==> src/rtl/instr_mem_pipelined_pkg.sv <==
// Shared constants, fault-cause codes and sizing helpers for the instruction memory.
package instr_mem_pipelined_pkg;

    // Deepest fetch pipeline the top level is built to support.
    localparam int unsigned RD_LAT_MAX = 3;

    // Fault causes. Only their presence is reported today; the codes are kept
    // so a later revision can expose the cause without renumbering.
    typedef enum logic [1:0] {
        FAULT_NONE     = 2'd0,
        FAULT_MISALIGN = 2'd1,
        FAULT_RANGE    = 2'd2
    } fault_e;

    // Number of byte-offset bits inside one instruction word.
    function automatic int unsigned word_off(input int unsigned data_w);
        return $clog2(data_w / 8);
    endfunction

endpackage

==> src/rtl/instr_mem_array.sv <==
// Synchronous register array: one write port, one registered read port, read-first.
// Ports:
//   clk, rst            clock, synchronous active-high clear of the read register
//   rd_en, rd_idx       load rd_data from word rd_idx on this edge
//   rd_clr              load zero into rd_data on this edge (takes precedence over rd_en)
//   rd_data             registered read word; holds while neither rd_en nor rd_clr
//   wr_en, wr_idx, wr_data  write port; storage itself is never reset
module instr_mem_array
    import instr_mem_pipelined_pkg::*;
#(
    parameter int unsigned DEPTH  = 64,
    parameter int unsigned DATA_W = 32,
    localparam int unsigned IDX   = $clog2(DEPTH)
) (
    input  logic              clk,
    input  logic              rst,
    input  logic              rd_en,
    input  logic              rd_clr,
    input  logic [IDX-1:0]    rd_idx,
    output logic [DATA_W-1:0] rd_data,
    input  logic              wr_en,
    input  logic [IDX-1:0]    wr_idx,
    input  logic [DATA_W-1:0] wr_data
);

    logic [DATA_W-1:0] mem [DEPTH];

    // Storage write; contents survive reset.
    always_ff @(posedge clk) begin
        if (wr_en) begin
            mem[wr_idx] <= wr_data;
        end
    end

    // Read register samples the pre-write contents, giving read-first behaviour.
    always_ff @(posedge clk) begin
        if (rst) begin
            rd_data <= '0;
        end else if (rd_clr) begin
            rd_data <= '0;
        end else if (rd_en) begin
            rd_data <= mem[rd_idx];
        end
    end

endmodule

==> src/rtl/instr_mem_pipelined.sv <==
// Writable instruction memory with a word-aligned fetch port of RD_LAT cycles latency,
// a program-write port and a sticky write-protect lock.
// Ports:
//   CLK, Reset                   clock, synchronous active-high reset
//   FetchValid, Address          fetch request and byte address
//   DataValid, Data, Fault       fetch response; Fault qualifies DataValid, Data=0 on fault
//   ProgValid, ProgAddr, ProgData  program-write request
//   ProgReady                    write port open (not locked)
//   ProgErr                      one-cycle pulse after a rejected program write
//   Lock, Locked                 set write-protect, write-protect status
module instr_mem_pipelined
    import instr_mem_pipelined_pkg::*;
#(
    parameter int unsigned ADDR_W = 64,
    parameter int unsigned DATA_W = 32,
    parameter int unsigned DEPTH  = 64,
    parameter int unsigned RD_LAT = 1
) (
    input  logic              CLK,
    input  logic              Reset,
    input  logic              FetchValid,
    input  logic [ADDR_W-1:0] Address,
    output logic              DataValid,
    output logic [DATA_W-1:0] Data,
    output logic              Fault,
    input  logic              ProgValid,
    input  logic [ADDR_W-1:0] ProgAddr,
    input  logic [DATA_W-1:0] ProgData,
    output logic              ProgReady,
    output logic              ProgErr,
    input  logic              Lock,
    output logic              Locked
);

    localparam int unsigned BYTES = DATA_W / 8;
    localparam int unsigned OFF   = word_off(DATA_W);
    localparam int unsigned IDX   = $clog2(DEPTH);

    // Classify a byte address; range is checked first since it dominates.
    function automatic fault_e addr_cause(input logic [ADDR_W-1:0] a);
        if ((a >> (OFF + IDX)) != '0) begin
            return FAULT_RANGE;
        end
        if ((a & ADDR_W'(BYTES - 1)) != '0) begin
            return FAULT_MISALIGN;
        end
        return FAULT_NONE;
    endfunction

    fault_e            fetch_cause;
    fault_e            prog_cause;
    logic              fetch_bad;
    logic              prog_bad;
    logic              rd_en;
    logic              rd_clr;
    logic              wr_en;
    logic [DATA_W-1:0] rd_word;
    logic [RD_LAT-1:0] valid_q;
    logic [RD_LAT-1:0] fault_q;
    logic              locked_q;
    logic              perr_q;

    // Address checks and array port control.
    always_comb begin
        fetch_cause = addr_cause(Address);
        prog_cause  = addr_cause(ProgAddr);
        fetch_bad   = (fetch_cause != FAULT_NONE);
        prog_bad    = (prog_cause != FAULT_NONE);
        rd_en       = FetchValid & ~fetch_bad & ~Reset;
        rd_clr      = FetchValid & fetch_bad;
        wr_en       = ProgValid & ~locked_q & ~prog_bad & ~Reset;
    end

    // Stage-0 word register lives in the array's read port.
    instr_mem_array #(
        .DEPTH  (DEPTH),
        .DATA_W (DATA_W)
    ) u_array (
        .clk     (CLK),
        .rst     (Reset),
        .rd_en   (rd_en),
        .rd_clr  (rd_clr),
        .rd_idx  (Address[OFF+IDX-1:OFF]),
        .rd_data (rd_word),
        .wr_en   (wr_en),
        .wr_idx  (ProgAddr[OFF+IDX-1:OFF]),
        .wr_data (ProgData)
    );

    // Valid/fault shift chain; the cast drops the bit shifted out of the top stage.
    always_ff @(posedge CLK) begin
        if (Reset) begin
            valid_q <= '0;
            fault_q <= '0;
        end else begin
            valid_q <= RD_LAT'({valid_q, FetchValid});
            fault_q <= RD_LAT'({fault_q, FetchValid & fetch_bad});
        end
    end

    // Later word stages advance only behind a valid beat, so Data holds across idle cycles.
    if (RD_LAT == 1) begin : g_direct
        assign Data = rd_word;
    end else begin : g_tail
        logic [DATA_W-1:0] tail_q [RD_LAT-1];

        always_ff @(posedge CLK) begin
            if (Reset) begin
                for (int k = 0; k < int'(RD_LAT) - 1; k++) begin
                    tail_q[k] <= '0;
                end
            end else begin
                if (valid_q[0]) begin
                    tail_q[0] <= rd_word;
                end
                for (int k = 1; k < int'(RD_LAT) - 1; k++) begin
                    if (valid_q[k]) begin
                        tail_q[k] <= tail_q[k-1];
                    end
                end
            end
        end

        assign Data = tail_q[RD_LAT-2];
    end

    // Lock is sticky until reset; any write refused this edge pulses ProgErr next cycle.
    always_ff @(posedge CLK) begin
        if (Reset) begin
            locked_q <= 1'b0;
            perr_q   <= 1'b0;
        end else begin
            locked_q <= locked_q | Lock;
            perr_q   <= ProgValid & (locked_q | prog_bad);
        end
    end

    assign DataValid = valid_q[RD_LAT-1];
    assign Fault     = fault_q[RD_LAT-1];
    assign Locked    = locked_q;
    assign ProgReady = ~locked_q;
    assign ProgErr   = perr_q;

endmodule
==> config.mk <==
export PLATFORM = sky130hd
export DESIGN_NAME = instr_mem_pipelined
export DESIGN_NICKNAME = d
export VERILOG_FILES = /design/src/rtl/instr_mem_pipelined_pkg.sv /design/src/rtl/instr_mem_array.sv /design/src/rtl/instr_mem_pipelined.sv
export SDC_FILE = /design/constraint.sdc
export NUM_CORES = 2
export LEC_CHECK = 0
export ABC_AREA = 1
export CELL_PAD_IN_SITES_DETAIL_PLACEMENT = 0
export CELL_PAD_IN_SITES_GLOBAL_PLACEMENT = 1
export CORE_ASPECT_RATIO = 1.5
export CORE_UTILIZATION = 55
export CTS_CLUSTER_DIAMETER = 80
export DETAILED_ROUTE_END_ITERATION = 8
export PLACE_DENSITY_LB_ADDON = 0.1
export SLEW_MARGIN = 20
export SYNTH_ARGS = -nofsm -noshare
export SYNTH_HDL_FRONTEND = slang
export SYNTH_SLANG_ARGS = --single-unit
export TNS_END_PERCENT = 10
==> constraint.sdc <==
create_clock -name CLK -period 5.59 [get_ports CLK]
set_input_delay 0.559 -clock CLK [delete_from_list [all_inputs] [get_ports CLK]]
set_output_delay 0.559 -clock CLK [all_outputs]
set_load 0.005 [all_outputs]
== Word-level counts from Yosys, hierarchy flattened ==
Memory sizes are Yosys's and may differ from the RTL's. A register that Yosys moved wholly into a read port is not among the register bits.
Cells that the tools add are included.
Word-level totals
  output and inout bits: 37
  register bits: 4
  memory bits (writable): 2048
  input port bits: 165
  memories: 1
  logic and storage cells: 41
Memories
  u_array.mem: words 64, width 32, read ports 1, clocked after memory_dff 1, write ports 1, line instr_mem_array.sv:26  | logic [DATA_W-1:0] mem [DEPTH];
Operators by class
  reduce and logical (&&, ||, !) cells: 7
  bitwise gates (word level): 13
  muxes and demuxes: 16
Operator list (number)
  nonzero test 64 bit: 4
  2-to-1 mux 2 bit: 8
  2-to-1 mux 1 bit: 8
  AND 1 bit: 7
  NOT 1 bit: 4
  nonzero test 2 bit: 2
  bitwise OR 1 bit: 2
  OR reduction 2 bit: 1

== Longest topological paths before layout ==
  depth after elaboration: 11
  depth in mapped cells: 15
  depth with buffers taken out: 11

== By module ==
A second synthesis with hierarchy kept.
Second synthesis, totals
  cell total of the unflattened synthesis: 7020
  area total of the unflattened synthesis: 83824.1 um^2
By module, submodules not included
  instr_mem_array: area an instance 83254.8 um^2, times used 1, cells an instance 6889, sequential area each 62139.6 um^2
  instr_mem_pipelined: area an instance 569.3 um^2, times used 1, cells an instance 131, sequential area each 80.1 um^2

== Least setup slack after synthesis ==
Ideal clock, no wire load.
  path kind: input to register
  from: in ProgAddr[62]
  to: mem u_array.mem[0][0] (enable)
  arrival: 2.976 ns
  setup time: 0.421 ns
  buffers on the path: 0
  setup slack: 2.193 ns
  stages on the path: 8
  required time: 5.169 ns
  path through: nor3_1 > nand3_1 > nand3b_1 > nor2_1 > nand2_1 > nor2_2 > nand3_1 > nor2_1
Between the ends
  cells in the longest elaborated chain, start to end: 9
RTL lines
  start, declared: line instr_mem_pipelined.sv:27  | input logic [ADDR_W-1:0] ProgAddr,
  nonzero test 64 bit: line instr_mem_pipelined.sv:41  | if ((a >> (OFF + IDX)) != '0) begin
  2-to-1 mux 1 bit: line instr_mem_pipelined.sv:41
  2-to-1 mux 2 bit: line instr_mem_pipelined.sv:44  | if ((a & ADDR_W'(BYTES - 1)) != '0) begin
  nonzero test 2 bit: line instr_mem_pipelined.sv:68  | prog_bad = (prog_cause != FAULT_NONE);
  NOT 1 bit: line instr_mem_pipelined.sv:71  | wr_en = ProgValid & ~locked_q & ~prog_bad & ~Reset;
  AND 1 bit (2 in series): line instr_mem_pipelined.sv:71
  2-to-1 mux 1 bit: line instr_mem_array.sv:30  | if (wr_en) begin
  2-to-1 mux 1 bit (implied by the code): line instr_mem_array.sv:31  | mem[wr_idx] <= wr_data;
  end, declared: line instr_mem_array.sv:26
Every way passes these cells.

== Worst setup path after layout ==
  from: reg locked_q, in the netlist Locked
  to: mem u_array.mem[20][24] (enable)
Between the ends
  cells in the longest elaborated chain, start to end: 6
RTL lines
  start, declared: line instr_mem_pipelined.sv:60  | logic locked_q;
  start signal, assigned: line instr_mem_pipelined.sv:133  | locked_q <= locked_q | Lock;
  NOT 1 bit: line instr_mem_pipelined.sv:71
  AND 1 bit (3 in series): line instr_mem_pipelined.sv:71
  2-to-1 mux 1 bit: line instr_mem_array.sv:30
  2-to-1 mux 1 bit (implied by the code): line instr_mem_array.sv:31
Every way passes these cells.

==> metrics.yaml <==
crit_path_max_incr_delay_ns: 0.74
port_buffers: 201
synth_cells: 7069
hold_violations: 0
viasPerCell: 5.92
cpMostUsedCell: "buf_4"
cp.arrival_ns: 3.94
critPathBufInv: 2
cts_tree: "built"
yosys-top-cells-count: "nand2_1, edfxtp_1, nand3_1"
layout-drive-gt1-share_pct: 7.75
clockPowerShare_pct: 40.2
async_flop_share_pct: 0
die_w_microns: 321
numCtsBuffers: 187
critPathTopFamily: "simple AND/OR/NAND/NOR gates"
syn_area_sq_mm: 0.0840
cp_max_fo: 22
root_buffer: "clkbuf_16"
nFillCells: 11768
final.period_utilization_pct: 61.0
dr.first_iter.drc_count: 5799
synth-warning-count: 0
crit_slowest_cell: "nor2_4"
avgRoutedWirePerCell_microns: 25.7
worstMarginPinSlew_ns: 1.27
seq_power_share_pct: 53.5
antenna_found_initial: 6
synth_most_common_cell: "nand2_1"
ys_seq_area_share_pct: 74.0
syn_nets: 7234
post_cts_buffers: 0
grt_overflow: 0
wl_mm: 241
place_congestion: 0.847
grt_pass1_wl_mm: 351
powerDensity_mw_per_mm2: 339
die_y_microns: 481
power_frac_comb_pct: 6.3
period_needed_ns: 3.41
placed_cells: 9028
synth_seq_cells: 2084
cts_hold_buf: 0
rsz0062_at_grt: "false"
slew_headroom_pct: 15.5
path_class: "reg -> reg"
cts_resized: 0
core-area_sq_mm: 0.152
clk_latency_ns: 0.84
status: "completed"
initial_core_util_pct: 55.5
setup.worst_path.end_class: "flop"
dieArea_sq_mm: 0.154
multi_input_area_sq_mm: 0.0197
htreeDepth: 4
clk_pin_slew_ns: 0.07
startpoint_type: "flop"
power.share.switching_pct: 22.4
synthFlopType: "edfxtp_1"
gr-usage-all-layers_pct: 31.2
final-seq-area_sq_mm: 0.0622
numClockSinks: 2084
dp_slack_ns: 1.45
synth_area_leaders: "edfxtp_1, nand3_1, nand2_1, buf_2, dfxtp_1"
path_cells: "nor4_1 > nand3b_1 > nor2_1 > nand2_1 > nor2_2 > nand3_1 > buf_4 > nor2_4 > buf_4"
synth_edf_count: 2048
fin_ws_ns: 2.18
synth.distinct_cells: 21
synth_top_area_cell: "edfxtp_1"
internal_power_w: 0.0249
p_total_w: 0.0321
syn_area_per_cell_sq_um: 11.9
grt_max_degree: 196
finalSetupViolCount: 0
fin_setup_tns_ns: 0
first_pass_iters: 8
fin_skew_ns: 0.0224
antenna_violating_nets_post_route: 0
crit_required_ns: 6.12
finalNetCount: 7353
cts.path.max_buffers: 3
p_sw_w: 0.00719
max_freq_mhz: 293
synthToLayoutAreaGrowth_pct: 12.7
dp.final_hpwl_mm: 136
rows: 175
synth_top_area_share_pct: 73.2
slew_violations: 0
fin_cells: 9383
grt_pass1_vias: 53343
max-cap-violations: 0
io_pins: 202
hold_class: "in -> reg"
drcViolationCount: 0
num_vias: 55554
p_leak_nw: 33.5
ir_drop_mv: 0.323
[cells in the final DEF (no fill, tap or decap), types with 36 or more instances in the layout]
| cell | count |
|---|---|
| clkdlybuf4s50_1 | 162 |
| dfxtp_1 | 36 |
| buf_12 | 39 |
| nor2_4 | 65 |
| nand3_1 | 1883 |
| buf_4 | 146 |
| clkbuf_16 | 188 |
| nor2_1 | 99 |
| clkbuf_1 | 42 |
| nand2_1 | 2401 |
| edfxtp_1 | 2048 |
| inv_1 | 43 |
[per-stage QoR]
step,cell area [sq um],utilization [%],hold WS [ns]
5_1_grt,94700,62.5,0.106
3_3_place_gp,88300,58.3,0.509
3_5_place_dp,88400,58.4,0.516
2_1_floorplan,84000,-,0.500
4_1_cts,94500,62.4,0.0594
6_report,94700,62.5,0.0985
[power groups by stage]
stage | logic (W) | registers (W) | clock network, W
6_report | 0.00203 | 0.0172 | 0.0129
5_1_grt | 0.00219 | 0.0172 | 0.0136
4_1_cts | 0.00202 | 0.0172 | 0.0130
3_5_place_dp | 0.00202 | 0.0175 | 0
3_3_place_gp | 0.00200 | 0.0175 | 0
2_1_floorplan | 0.00104 | 0.0175 | 0
[state kept, by name (all words and copies together) (netlist names)]
name,flops
Locked,1
ProgErr,1
u_array.rd_data,32
Fault,1
DataValid,1
u_array.mem,2048
[cells by family (layout without fill, tap and decap cells)]
| group | Yosys count | after routing | share of synthesized area (%) |
|---|---|---|---|
| AND/OR/NAND/NOR | 4481 | 4481 | 22.9 |
| flip-flops | 2084 | 2084 | 74.0 |
| buffers and inverters | 503 | 777 | 3.04 |
| AO/OA/AOI/OAI | 1 | 1 | 0.00595 |
| other | 0 | 5 | 0 |
[area by class of cell]
type                    count  share of cell area [%]
multi-input cells        4482                    20.9
clock inverters           105                    1.16
repair buffers            385                    4.08
well taps                2035                    2.69
inverters                  48                   0.230
clock buffers             239                    5.27
flip-flops and latches   2084                    65.7
diodes                      5                  0.0132
[layer usage]
layer / up-vias / global-route usage (%) / wire length, microns
met5: - / 0 / 14
met4: 2 / 12.3 / 9060
met3: 448 / 4.32 / 18100
met2: 2548 / 53.7 / 123000
met1: 27344 / 40.1 / 91600
li1: 25212 / - / -
[worst register-to-register path: cells and delay by family (launching register included)]
family	cells	cell delay, ns
buffers and inverters	2	0.66
DFF	1	0.33
and+or+nand+nor	7	2.14
[worst paths after layout]
path,startpoint,end,slack (ns),cells after the start
max,Locked,u_array.mem[20][24],2.18,9
min,FetchValid,Fault,0.1,3
max reg2reg,Locked,u_array.mem[20][24],2.18,9
min reg2reg,Locked,Locked,0.52,2
Note: power is estimated with default switching activity, not from simulation.
